### config.mk
export PLATFORM = sky130hd
export DESIGN_NAME = wrap_tick_timer
export DESIGN_NICKNAME = d
export VERILOG_FILES = /design/src/rtl/wrap_tick_timer_pkg.sv /design/src/rtl/wrap_tick_timer_event_slot.sv /design/src/rtl/wrap_tick_timer.sv
export SDC_FILE = /design/constraint.sdc
export NUM_CORES = 1
export LEC_CHECK = 0
export CORE_ASPECT_RATIO = 0.9
export CORE_UTILIZATION = 45
export DETAILED_ROUTE_END_ITERATION = 8
export PLACE_DENSITY = 0.79
export SYNTH_ARGS = -nofsm -noshare
export SYNTH_HDL_FRONTEND = slang
export SYNTH_HIERARCHICAL = 1
export SYNTH_SLANG_ARGS = --single-unit
export TNS_END_PERCENT = 30
### constraint.sdc
create_clock -name clk -period 3.1 [get_ports clk]
set_input_delay 0.62 -clock clk [delete_from_list [all_inputs] [get_ports clk]]
set_output_delay 0.62 -clock clk [all_outputs]
set_load 0.01 [all_outputs]
### src/rtl/wrap_tick_timer_pkg.sv
// wrap_tick_timer_pkg
// Shared types and default sizes for the wrap tick timer.
//   state_e         : timer FSM state (IDLE / RUN), one bit
//   DEF_WIDTH       : default width of the high-order tick counter and period
//   DEF_DROP_W      : default width of the saturating dropped-event counter
package wrap_tick_timer_pkg;

    typedef enum logic {
        IDLE = 1'b0,
        RUN  = 1'b1
    } state_e;

    localparam int DEF_WIDTH  = 8;
    localparam int DEF_DROP_W = 8;

endpackage

### src/rtl/wrap_tick_timer_event_slot.sv
// event_slot
// One-deep pending-event slot with a valid/ready output handshake and a
// saturating count of events lost while the slot was already occupied.
// Handshake: an event is transferred on every rising edge where
// valid & ready are both high; valid never drops without a transfer.
//   clk, rst_n  : clock, asynchronous active-low reset
//   raise       : new event this cycle
//   ready       : consumer accepts the pending event
//   valid       : event pending (registered)
//   drop_count  : events lost to backpressure, saturating, cleared by reset only
module event_slot
    import wrap_tick_timer_pkg::*;
#(
    parameter int DROP_W = DEF_DROP_W
) (
    input  logic              clk,
    input  logic              rst_n,
    input  logic              raise,
    input  logic              ready,
    output logic              valid,
    output logic [DROP_W-1:0] drop_count
);

    logic              valid_d, valid_q;
    logic [DROP_W-1:0] drop_d, drop_q;

    always_comb begin
        valid_d = valid_q;
        drop_d  = drop_q;
        if (raise) begin
            // A new event either fills an empty slot, replaces one being
            // handed off this cycle, or is lost because the slot is stuck.
            valid_d = 1'b1;
            if (valid_q && !ready && (drop_q != {DROP_W{1'b1}})) begin
                drop_d = drop_q + DROP_W'(1);
            end
        end else if (valid_q && ready) begin
            valid_d = 1'b0;
        end
    end

    always_ff @(posedge clk or negedge rst_n) begin
        if (!rst_n) begin
            valid_q <= 1'b0;
            drop_q  <= '0;
        end else begin
            valid_q <= valid_d;
            drop_q  <= drop_d;
        end
    end

    assign valid      = valid_q;
    assign drop_count = drop_q;

endmodule

### src/rtl/wrap_tick_timer.sv
// wrap_tick_timer
// Counts wrap ticks of an upstream 4-bit free-running counter (tick when its
// cont output is low) against a programmable period and raises expiry
// events, one-shot or periodic, through a valid/ready event slot.
// Handshake: expire_valid stays high until a rising edge with
// expire_valid & expire_ready; expiries while it is still pending and not
// being accepted are counted in drop_count.
//   clk, rst_n    : clock, asynchronous active-low reset
//   low_cont      : upstream cont; tick = ~low_cont
//   start / stop  : single-cycle control pulses (stop wins)
//   period        : ticks per expiry, 0 means 2^WIDTH (sampled on start)
//   periodic      : 1 re-arms after expiry, 0 one-shot (sampled on start)
//   busy          : high while in RUN
//   high_count    : ticks since start or last expiry
//   expire_valid / expire_ready : expiry event handshake
//   drop_count    : saturating count of lost expiries
module wrap_tick_timer
    import wrap_tick_timer_pkg::*;
#(
    parameter int WIDTH  = DEF_WIDTH,
    parameter int DROP_W = DEF_DROP_W
) (
    input  logic              clk,
    input  logic              rst_n,
    input  logic              low_cont,
    input  logic              start,
    input  logic              stop,
    input  logic [WIDTH-1:0]  period,
    input  logic              periodic,
    output logic              busy,
    output logic [WIDTH-1:0]  high_count,
    output logic              expire_valid,
    input  logic              expire_ready,
    output logic [DROP_W-1:0] drop_count
);

    state_e             state_d, state_q;
    logic [WIDTH-1:0]   count_d, count_q;
    logic [WIDTH-1:0]   period_d, period_q;
    logic               periodic_d, periodic_q;
    logic               tick;
    logic               expire;
    logic [WIDTH-1:0]   last_count;

    assign tick = ~low_cont;
    // period_q == 0 wraps to all-ones here, giving 2^WIDTH ticks per expiry.
    assign last_count = period_q - WIDTH'(1);

    always_comb begin
        state_d    = state_q;
        count_d    = count_q;
        period_d   = period_q;
        periodic_d = periodic_q;
        expire     = 1'b0;
        if (stop) begin
            state_d = IDLE;
            count_d = '0;
        end else if (start) begin
            // Restart even from RUN; a tick in this cycle is deliberately lost.
            state_d    = RUN;
            period_d   = period;
            periodic_d = periodic;
            count_d    = '0;
        end else if (state_q == RUN && tick) begin
            if (count_q == last_count) begin
                expire  = 1'b1;
                count_d = '0;
                if (!periodic_q) begin
                    state_d = IDLE;
                end
            end else begin
                count_d = count_q + WIDTH'(1);
            end
        end
    end

    always_ff @(posedge clk or negedge rst_n) begin
        if (!rst_n) begin
            state_q    <= IDLE;
            count_q    <= '0;
            period_q   <= '0;
            periodic_q <= 1'b0;
        end else begin
            state_q    <= state_d;
            count_q    <= count_d;
            period_q   <= period_d;
            periodic_q <= periodic_d;
        end
    end

    event_slot #(
        .DROP_W(DROP_W)
    ) u_event_slot (
        .clk        (clk),
        .rst_n      (rst_n),
        .raise      (expire),
        .ready      (expire_ready),
        .valid      (expire_valid),
        .drop_count (drop_count)
    );

    assign busy       = (state_q == RUN);
    assign high_count = count_q;

endmodule

# Yosys cells after proc, flatten, opt, wreduce, memory -nomap -nowiden
# Cells that the tools add are included.
# classes
bitwise_logic,2
n_eq_ne,3
add_sub_neg,3
reduce_logical,11
muxes,15
# ops
cell,n
$mux 8,4
$add 8x1->8 const B,2
$mux 1,11
$eq 8x8->1,1
$ne 8x8->1 const B,1
$sub 8x1->8 const B,1
$reduce_bool 3->1,2
$logic_and 1x1->1,4
$reduce_and 2->1,2
$ne 3x3->1 const B,1
$reduce_and 3->1,1
$not 1->1,2
$reduce_bool 2->1,1
$logic_not 1->1,1
# word_totals
register_bits,27
inputBits,15

# Depth between registers and ports, before layout
# Gate-level depths: netlist of run 1.
# depth
depth_word,7
mapped_depth,11

# By module
# The synthesis of run 1 kept the hierarchy.
# modules_own_cells
mod,cells_each,instances,area_per_inst_um2,seq_area_each_um2
wrap_tick_timer,113,1,1108.6,450.4
event_slot,46,1,476.7,225.2

# Worst setup path before layout of run 1
# Ideal clock, no wire load.
# synth_path
kind,register to register
start,register period_q[0]
end,register u_event_slot.drop_q[7] (netlist: u_event_slot/drop_count[7])
path_slack_ns,0.427
arrival_ns,2.545
path_stages_with_launch,12
period_less_slack_ns,2.673
cell_sequence,dfrtp_1 > inv_1 > ha_1 > nor2b_1 > or3_1 > a31oi_1 > o311a_1 > buf_6 > and3_1 > nand3b_1 > nor4_2 > mux2_1
# synth_via
elab_chain_cells,7
# synth_lines
item,line,text
from (decl),wrap_tick_timer.sv:39,"logic [WIDTH-1:0] period_d, period_q;"
from (signal assigned),wrap_tick_timer.sv:86,period_q <= period_d;
$sub 8x1->8,wrap_tick_timer.sv:47,assign last_count = period_q - WIDTH'(1);
$eq 8x8->1,wrap_tick_timer.sv:65,if (count_q == last_count) begin
$mux 1,wrap_tick_timer.sv:65,
$mux 1,wrap_tick_timer.sv:64,end else if (state_q == RUN && tick) begin
$mux 1,wrap_tick_timer.sv:58,end else if (start) begin
$mux 1,wrap_tick_timer.sv:55,if (stop) begin
via expire,wrap_tick_timer.sv:42,logic expire;
$reduce_and 2->1 (no line),-,
to (signal assigned),wrap_tick_timer_event_slot.sv:48,drop_q <= drop_d;
to (decl),wrap_tick_timer_event_slot.sv:25,"logic [DROP_W-1:0] drop_d, drop_q;"
# The timed path passes the listed nets, and every way through them passes these cells.
# A chain may end at the register's enable or synchronous reset.

# Worst setup path after layout of run 1
# Ends and elaborated chain as after synthesis.

==> results.py, run 1 <==
metrics = {
    "sta": {
        "fin_setup_tns_ns": 0,
        "post-route-period-util_pct": 91.95,
        "setup_viol": 0,
        "rsz0062_at_grt": "false",
        "slew_viol_final": 0,
        "slew_headroom_pct": 77.07,
        "skew_ns": 0.002222,
        "max_freq_mhz": 350.8,
        "hold_viol_final": 0,
        "fin_crit_ns": 2.851,
        "tightest_slew_ns": 0.3439,
    },
    "clock_network": {
        "postCtsHoldBufs": 0,
        "cts_root_buf": "clkbuf_8",
        "cts_tree": "yes",
        "cts_htree_levels": 1,
        "post_cts_buffers": 0,
        "clock_path_buffers": 2,
        "insertion_delay_ns": 0.28,
        "cts_made_buffers": 3,
        "cts.sink_count": 27,
        "clkTransAtPathRegs_ns": 0.09,
        "cts-resized-gates": 0,
    },
    "synth": {
        "ys.flop_type": "dfrtp_1",
        "synth_seq_cells": 27,
        "yosys.area.top_type": "dfrtp_1",
        "syn-instance-count": 159,
        "yosysWarnings": 6,
        "ys_async_sr_fraction_pct": 100.0,
        "syn_area_mm2": 0.001585,
        "synth_area_leaders": "dfrtp_1 43%, mux2_2 7.1%, xnor2_1 6.1%",
        "ys_seq_area_share_pct": 42.62,
        "synth_top_area_share_pct": 42.62,
        "yosysUniqueCellTypes": 44,
        "synth_nets": 177,
        "synth_edf_count": 0,
        "synth.avg_cell_area_um2": 9.970,
    },
    "power": {
        "powerDensity_mw_per_mm2": 364.6,
        "peakVddDrop_mv": 0.2051,
        "leakage_nw": 0.7899,
    },
    "worst_setup_path": {
        "cp_max_fo": 7,
        "cp.required_ns": 3.27,
        "crit_path_end_kind": "register",
        "worstSetupPathType": "reg -> reg",
        "critPathArrivalTime_ns": 3.02,
        "start_kind": "register",
        "r2r_cells": 10,
    },
    "final_layout": {
        "insertedDiodeCount": 0,
        "fin_nets": 212,
        "syn_to_final_growth_pct": 26.44,
        "drive_gt1_share_pct": 12.44,
        "utilization_pct": 59.33,
    },
    "grt": {
        "grt_pass1_vias": 1437,
        "antenna_found_initial": 0,
        "grt_usage_pct": 21.75,
        "grt_max_degree": 28,
        "grt_pass1_wl_um": 6251,
        "overflow": 0,
    },
    "route": {
        "drt-total-wl_um": 3662,
        "ant_nets": 0,
        "wl_per_cell_um": 15.45,
        "routed_via_density": 5.886,
        "route.vias.total": 1395,
        "post-route-drc-count": 0,
        "drtPass1Iterations": 5,
        "drtIter0Drc": 74,
    },
    "min_path": {
        "worstHoldPathCells": 1,
        "hp-class": "reg -> reg",
    },
    "floorplan": {
        "coreArea_mm2": 0.003378,
        "die_width_um": 64.57,
        "fp-row-count": 20,
        "ios": 33,
        "die-area_mm2": 0.003764,
        "chipHeight_um": 58.31,
        "initial_core_util_pct": 46.93,
    },
    "job": {
        "maxCapViolations": 0,
    },
    "place": {
        "placement.io_buffers": 32,
        "hpwlAfterDp_um": 2729,
        "place_congestion": 0.8654,
    },
    "run_status": {
        "status": "completed",
    },
}
[path summary, 6_finish.rpt]
| check | startpoint | end | slack, ns |
|---|---|---|---|
| max | period_q[0] | u_event_slot/drop_count[7] | 0.25 |
| max in group asynchronous | rst_n | period_q[3] | 2.14 |
| min | periodic_q | periodic_q | 0.51 |
| min in group asynchronous | rst_n | high_count[5] | 0.70 |
| max reg2reg | period_q[0] | u_event_slot/drop_count[7] | 0.25 |
| min reg2reg | periodic_q | periodic_q | 0.51 |
[through the flow]
| step | hold slack (ns) | power [mW] | cell area (µm²) | setup WS [ns] | instances |
|---|---|---|---|---|---|
| global placement | 0.4904 | 0.5237 | 1958 | 0.4591 | 233 |
| detailed placement | 0.4968 | 0.5321 | 1958 | 0.2790 | 233 |
| global route | 0.5319 | 0.7680 | 2004 | 0.04941 | 237 |
| CTS | 0.5184 | 0.7379 | 2004 | 0.2577 | 237 |
| finish | 0.5136 | 0.7307 | 2004 | 0.2494 | 237 |
| floorplan | 0.3244 | 0.4794 | 1585 | 0.4274 | 159 |
[cells in the mapped netlist (2+ instances only)]
| library cell | count |
|---|---|
| a21oi_1 | 3 |
| mux2_2 | 10 |
| o2111ai_1 | 2 |
| nand3_1 | 5 |
| inv_1 | 5 |
| dfrtp_1 | 27 |
| clkbuf_1 | 2 |
| o21ai_0 | 9 |
| ha_1 | 3 |
| and3b_1 | 2 |
| a211oi_1 | 7 |
| xnor2_1 | 11 |
| or3_1 | 2 |
| and3_1 | 2 |
| a31oi_1 | 3 |
| nand4b_1 | 2 |
| nor3_1 | 5 |
| nor2_1 | 10 |
| nor2b_1 | 4 |
| nand4_1 | 5 |
| mux2i_1 | 2 |
| nand2_1 | 13 |
| nand3b_1 | 2 |
| xor2_1 | 3 |
[worst max-delay path: stages, from the launching register on]
cell and delay [ns]:
dfrtp_1 0.44, inv_1 0.08, ha_1 0.29, nor2b_1 0.16
or3_1 0.34, a31oi_1 0.18, o311a_1 0.21, and3_1 0.23
nand3b_1 0.18, nor4_2 0.29, mux2_1 0.34
[cell type report]
type | instances | area [µm²]
fillers | 307 | 1374
multi-input cells | 121 | 858.3
flip-flops and latches | 27 | 675.6
repair buffers | 36 | 350.3
well taps | 44 | 55.05
clock buffers | 3 | 41.29
inverters | 5 | 18.77
clock inverters | 1 | 5.005
[cell usage in the layout, fill, tap and decap left out, types with 2 or more instances in the layout]
cell type,Yosys,routed
o2111ai_1,2,2
nand3b_1,2,2
nor3_1,5,5
ha_1,3,3
a21oi_1,3,3
mux2i_1,2,2
nor2_1,10,10
nand4b_1,2,2
nand2_1,13,13
clkbuf_8,0,3
a211oi_1,7,7
clkdlybuf4s50_1,0,32
or3_1,2,2
xor2_1,3,3
inv_1,5,5
nor2b_1,4,4
mux2_2,10,10
xnor2_1,11,11
buf_4,0,4
and3_1,2,2
o21ai_0,9,9
nand4_1,5,5
and3b_1,2,2
dfrtp_1,27,27
a31oi_1,3,3
nand3_1,5,5
[state kept, by name, summed over array words and instances, names as in the netlist]
name,flops
periodic_q,1
high_count,8
busy,1
period_q,8
u_event_slot/valid,1
u_event_slot/drop_count,8
[per-layer routing]
layer / GRT usage, % / vias up / wire (µm)
met5: 0 / - / 0
met4: 12.38 / 0 / 86
met3: 4.845 / 10 / 185
met2: 37.89 / 61 / 1887
met1: 24.88 / 677 / 1502
li1: - / 647 / -
[cell families (layout without fill, tap and decap cells)]
family	after synthesis	after routing	share of synthesized area [%]
mux	13	13	9.077
compound gates	32	32	13.73
xor+xnor	14	14	7.735
buf+inv	11	45	3.235
flops	27	27	42.62
simple gates	59	59	21.23
fa+ha+maj	3	3	2.368
[power breakdown]
group | switching [mW] | total, mW | internal (mW)
Sequential | 0.0267 | 0.397 | 0.370
Clock | 0.114 | 0.204 | 0.0904
Combinational | 0.0614 | 0.130 | 0.0684
Power figures use the tool's default switching activity.
==> run 2, diff against run 1 <==
--- a/config.mk
+++ b/config.mk
@@ -8,7 +8,8 @@
 export CORE_ASPECT_RATIO = 0.9
 export CORE_UTILIZATION = 45
 export DETAILED_ROUTE_END_ITERATION = 8
-export PLACE_DENSITY = 0.79
+export PLACE_DENSITY = 0.74
+export REMOVE_ABC_BUFFERS = 1
 export SYNTH_ARGS = -nofsm -noshare
 export SYNTH_HDL_FRONTEND = slang
 export SYNTH_HIERARCHICAL = 1
==> results.py, run 2 (same netlist as run 1, synthesis figures left out) <==
metrics = {
    "power": {
        "leakage_nw": 0.7860,
        "powerDensity_mw_per_mm2": 361.5,
        "seqPwrFrac_pct": 54.6,
        "power.internal_uw": 530.8,
        "power.total_uw": 724.6,
        "clkPwrFrac_pct": 27.6,
        "net-switching-power_uw": 193.8,
        "peakVddDrop_mv": 0.2612,
        "sw_frac_of_total_pct": 26.75,
        "combPwrFrac_pct": 17.7,
    },
    "sta": {
        "post-route-period-util_pct": 91.35,
        "holdWs_ns": 0.5200,
        "fin_setup_tns_ns": 0,
        "rsz0062_at_grt": "false",
        "slew_viol_final": 0,
        "setup_viol": 0,
        "skew_ns": 0.003495,
        "tightest_slew_ns": 0.3435,
        "fin_crit_ns": 2.832,
        "fin_ws_ns": 0.2681,
        "max_freq_mhz": 353.1,
        "slew_headroom_pct": 77.10,
        "hold_viol_final": 0,
    },
    "min_path": {
        "worstHoldStart": "periodic_q",
        "hp-class": "reg -> reg",
        "worstHoldPathCells": 1,
        "hold-path-endpoint": "periodic_q",
    },
    "worst_setup_path": {
        "r2r_cells": 10,
        "cp.required_ns": 3.26,
        "worstSetupPathType": "reg -> reg",
        "r2r-start": "period_q[0]",
        "crit_path_end_kind": "register",
        "worstReg2RegEnd": "u_event_slot/drop_count[5]",
        "start_kind": "register",
        "critPathMaxStageDelay_ns": 0.43,
        "path_cells": "inv_1, ha_1, nor2b_1, or3_1, a31oi_1, o311a_1, and3_1, nand3b_1, nor3_1, mux2_2",
        "cpMaxStageDelayCell": "dfrtp_2",
        "cp_max_fo": 7,
        "rrSetupSlack_ns": 0.27,
        "critPathArrivalTime_ns": 2.99,
    },
    "grt": {
        "grt_usage_pct": 21.11,
        "grt_max_degree": 28,
        "overflow": 0,
        "antenna_found_initial": 0,
        "grt_pass1_vias": 1405,
        "grt_pass1_wl_um": 6134,
    },
    "floorplan": {
        "die-area_mm2": 0.003764,
        "initial_core_util_pct": 46.93,
        "coreArea_mm2": 0.003378,
        "fp-row-count": 20,
        "die_width_um": 64.57,
        "ios": 33,
        "chipHeight_um": 58.31,
    },
    "final_layout": {
        "final_area_mm2": 0.002004,
        "layout_common_cells": "32 x clkdlybuf4s50_1, 26 x dfrtp_1, 13 x nand2_1, 11 x xnor2_1",
        "final_common_cell": "clkdlybuf4s50_1",
        "drive_gt1_share_pct": 12.44,
        "fin_cells": 237,
        "utilization_pct": 59.33,
        "insertedDiodeCount": 0,
        "syn_to_final_growth_pct": 26.44,
        "fin_nets": 212,
    },
    "place": {
        "place_inst": 233,
        "hpwlAfterDp_um": 2553,
        "dpl_cell_area_mm2": 0.001958,
        "placement.io_buffers": 32,
        "place_congestion": 0.8407,
        "place_ws_ns": 0.2304,
    },
    "route": {
        "route.vias.total": 1340,
        "ant_nets": 0,
        "drt-total-wl_um": 3460,
        "drtPass1Iterations": 4,
        "routed_via_density": 5.654,
        "post-route-drc-count": 0,
        "drtIter0Drc": 40,
        "wl_per_cell_um": 14.60,
    },
    "clock_network": {
        "insertion_delay_ns": 0.27,
        "cts.sink_count": 27,
        "postCtsHoldBufs": 0,
        "cts_htree_levels": 1,
        "clkTransAtPathRegs_ns": 0.09,
        "cts_tree": "yes",
        "cts_root_buf": "clkbuf_8",
        "clock_path_buffers": 2,
        "cts_made_buffers": 3,
    },
    "run_status": {
        "status": "completed",
    },
    "job": {
        "maxCapViolations": 0,
    },
}
[run 2: cell count changes in the layout (fill, tap and decap cells not counted), sizes merged]
cell    before  now
clkbuf       3    4
clkinv       1    0
[run 2: worst max-delay path: cells and delay by family, from the launching register on]
kind / cells / cell delay (ns)
adders and majority gates: 1 / 0.27
DFF: 1 / 0.43
AOI/OAI and AO/OA: 2 / 0.40
muxes: 1 / 0.36
buffers and inverters: 1 / 0.08
and+or+nand+nor: 5 / 1.19
[run 2: final cells by class]
type	count	area (µm²)
tap	44	55.05
fill	277	1374
clock buffer	4	45.04
inverter	5	18.77
multi-input combinational	121	858.3
timing repair buffer	36	350.3
sequential	27	676.9
[run 2: worst max path at each step]
stage                 from                          to  cells past startpoint  slack, ns
6_report       period_q[0]  u_event_slot/drop_count[5]                     10       0.27
3_5_place_dp   period_q[0]  u_event_slot/drop_count[7]                     10       0.23
3_3_place_gp   period_q[0]  u_event_slot/drop_count[7]                     10       0.46
4_1_cts        period_q[0]  u_event_slot/drop_count[7]                     10       0.22
2_1_floorplan  period_q[0]  u_event_slot/drop_count[7]                     10       0.38
5_1_grt        period_q[0]  u_event_slot/drop_count[5]                     10       0.04
[run 2: power by group through the flow]
| stage | combinational (mW) | sequential (mW) | clock (mW) |
|---|---|---|---|
| after floorplan | 0.0803 | 0.397 | 0 |
| after global placement | 0.123 | 0.400 | 0 |
| after detailed placement | 0.129 | 0.402 | 0 |
| after CTS | 0.129 | 0.395 | 0.208 |
| after global routing | 0.144 | 0.399 | 0.220 |
| final | 0.129 | 0.396 | 0.200 |
[run 2: what timing repair did]
item	in CTS	in global routing
endpoints found under the setup margin	0	2
gates resized for setup	0	1
setup buffers	0	0
hold endpoints to repair	0	0
[run 2: layer usage]
metal,wire [µm],vias up,GRT usage [%]
li1,-,644,-
met1,1555,654,25.00
met2,1731,38,37.29
met3,140,4,5.620
met4,32,0,7.302
met5,0,-,0
==> run 3, diff against run 2 <==
--- a/config.mk
+++ b/config.mk
@@ -5,6 +5,7 @@
 export SDC_FILE = /design/constraint.sdc
 export NUM_CORES = 1
 export LEC_CHECK = 0
+export ABC_CLOCK_PERIOD_IN_PS = 3100
 export CORE_ASPECT_RATIO = 0.9
 export CORE_UTILIZATION = 45
 export DETAILED_ROUTE_END_ITERATION = 8
==> results of run 3 <==
The final DEF is identical to that of run 2; final timing and power are the same.
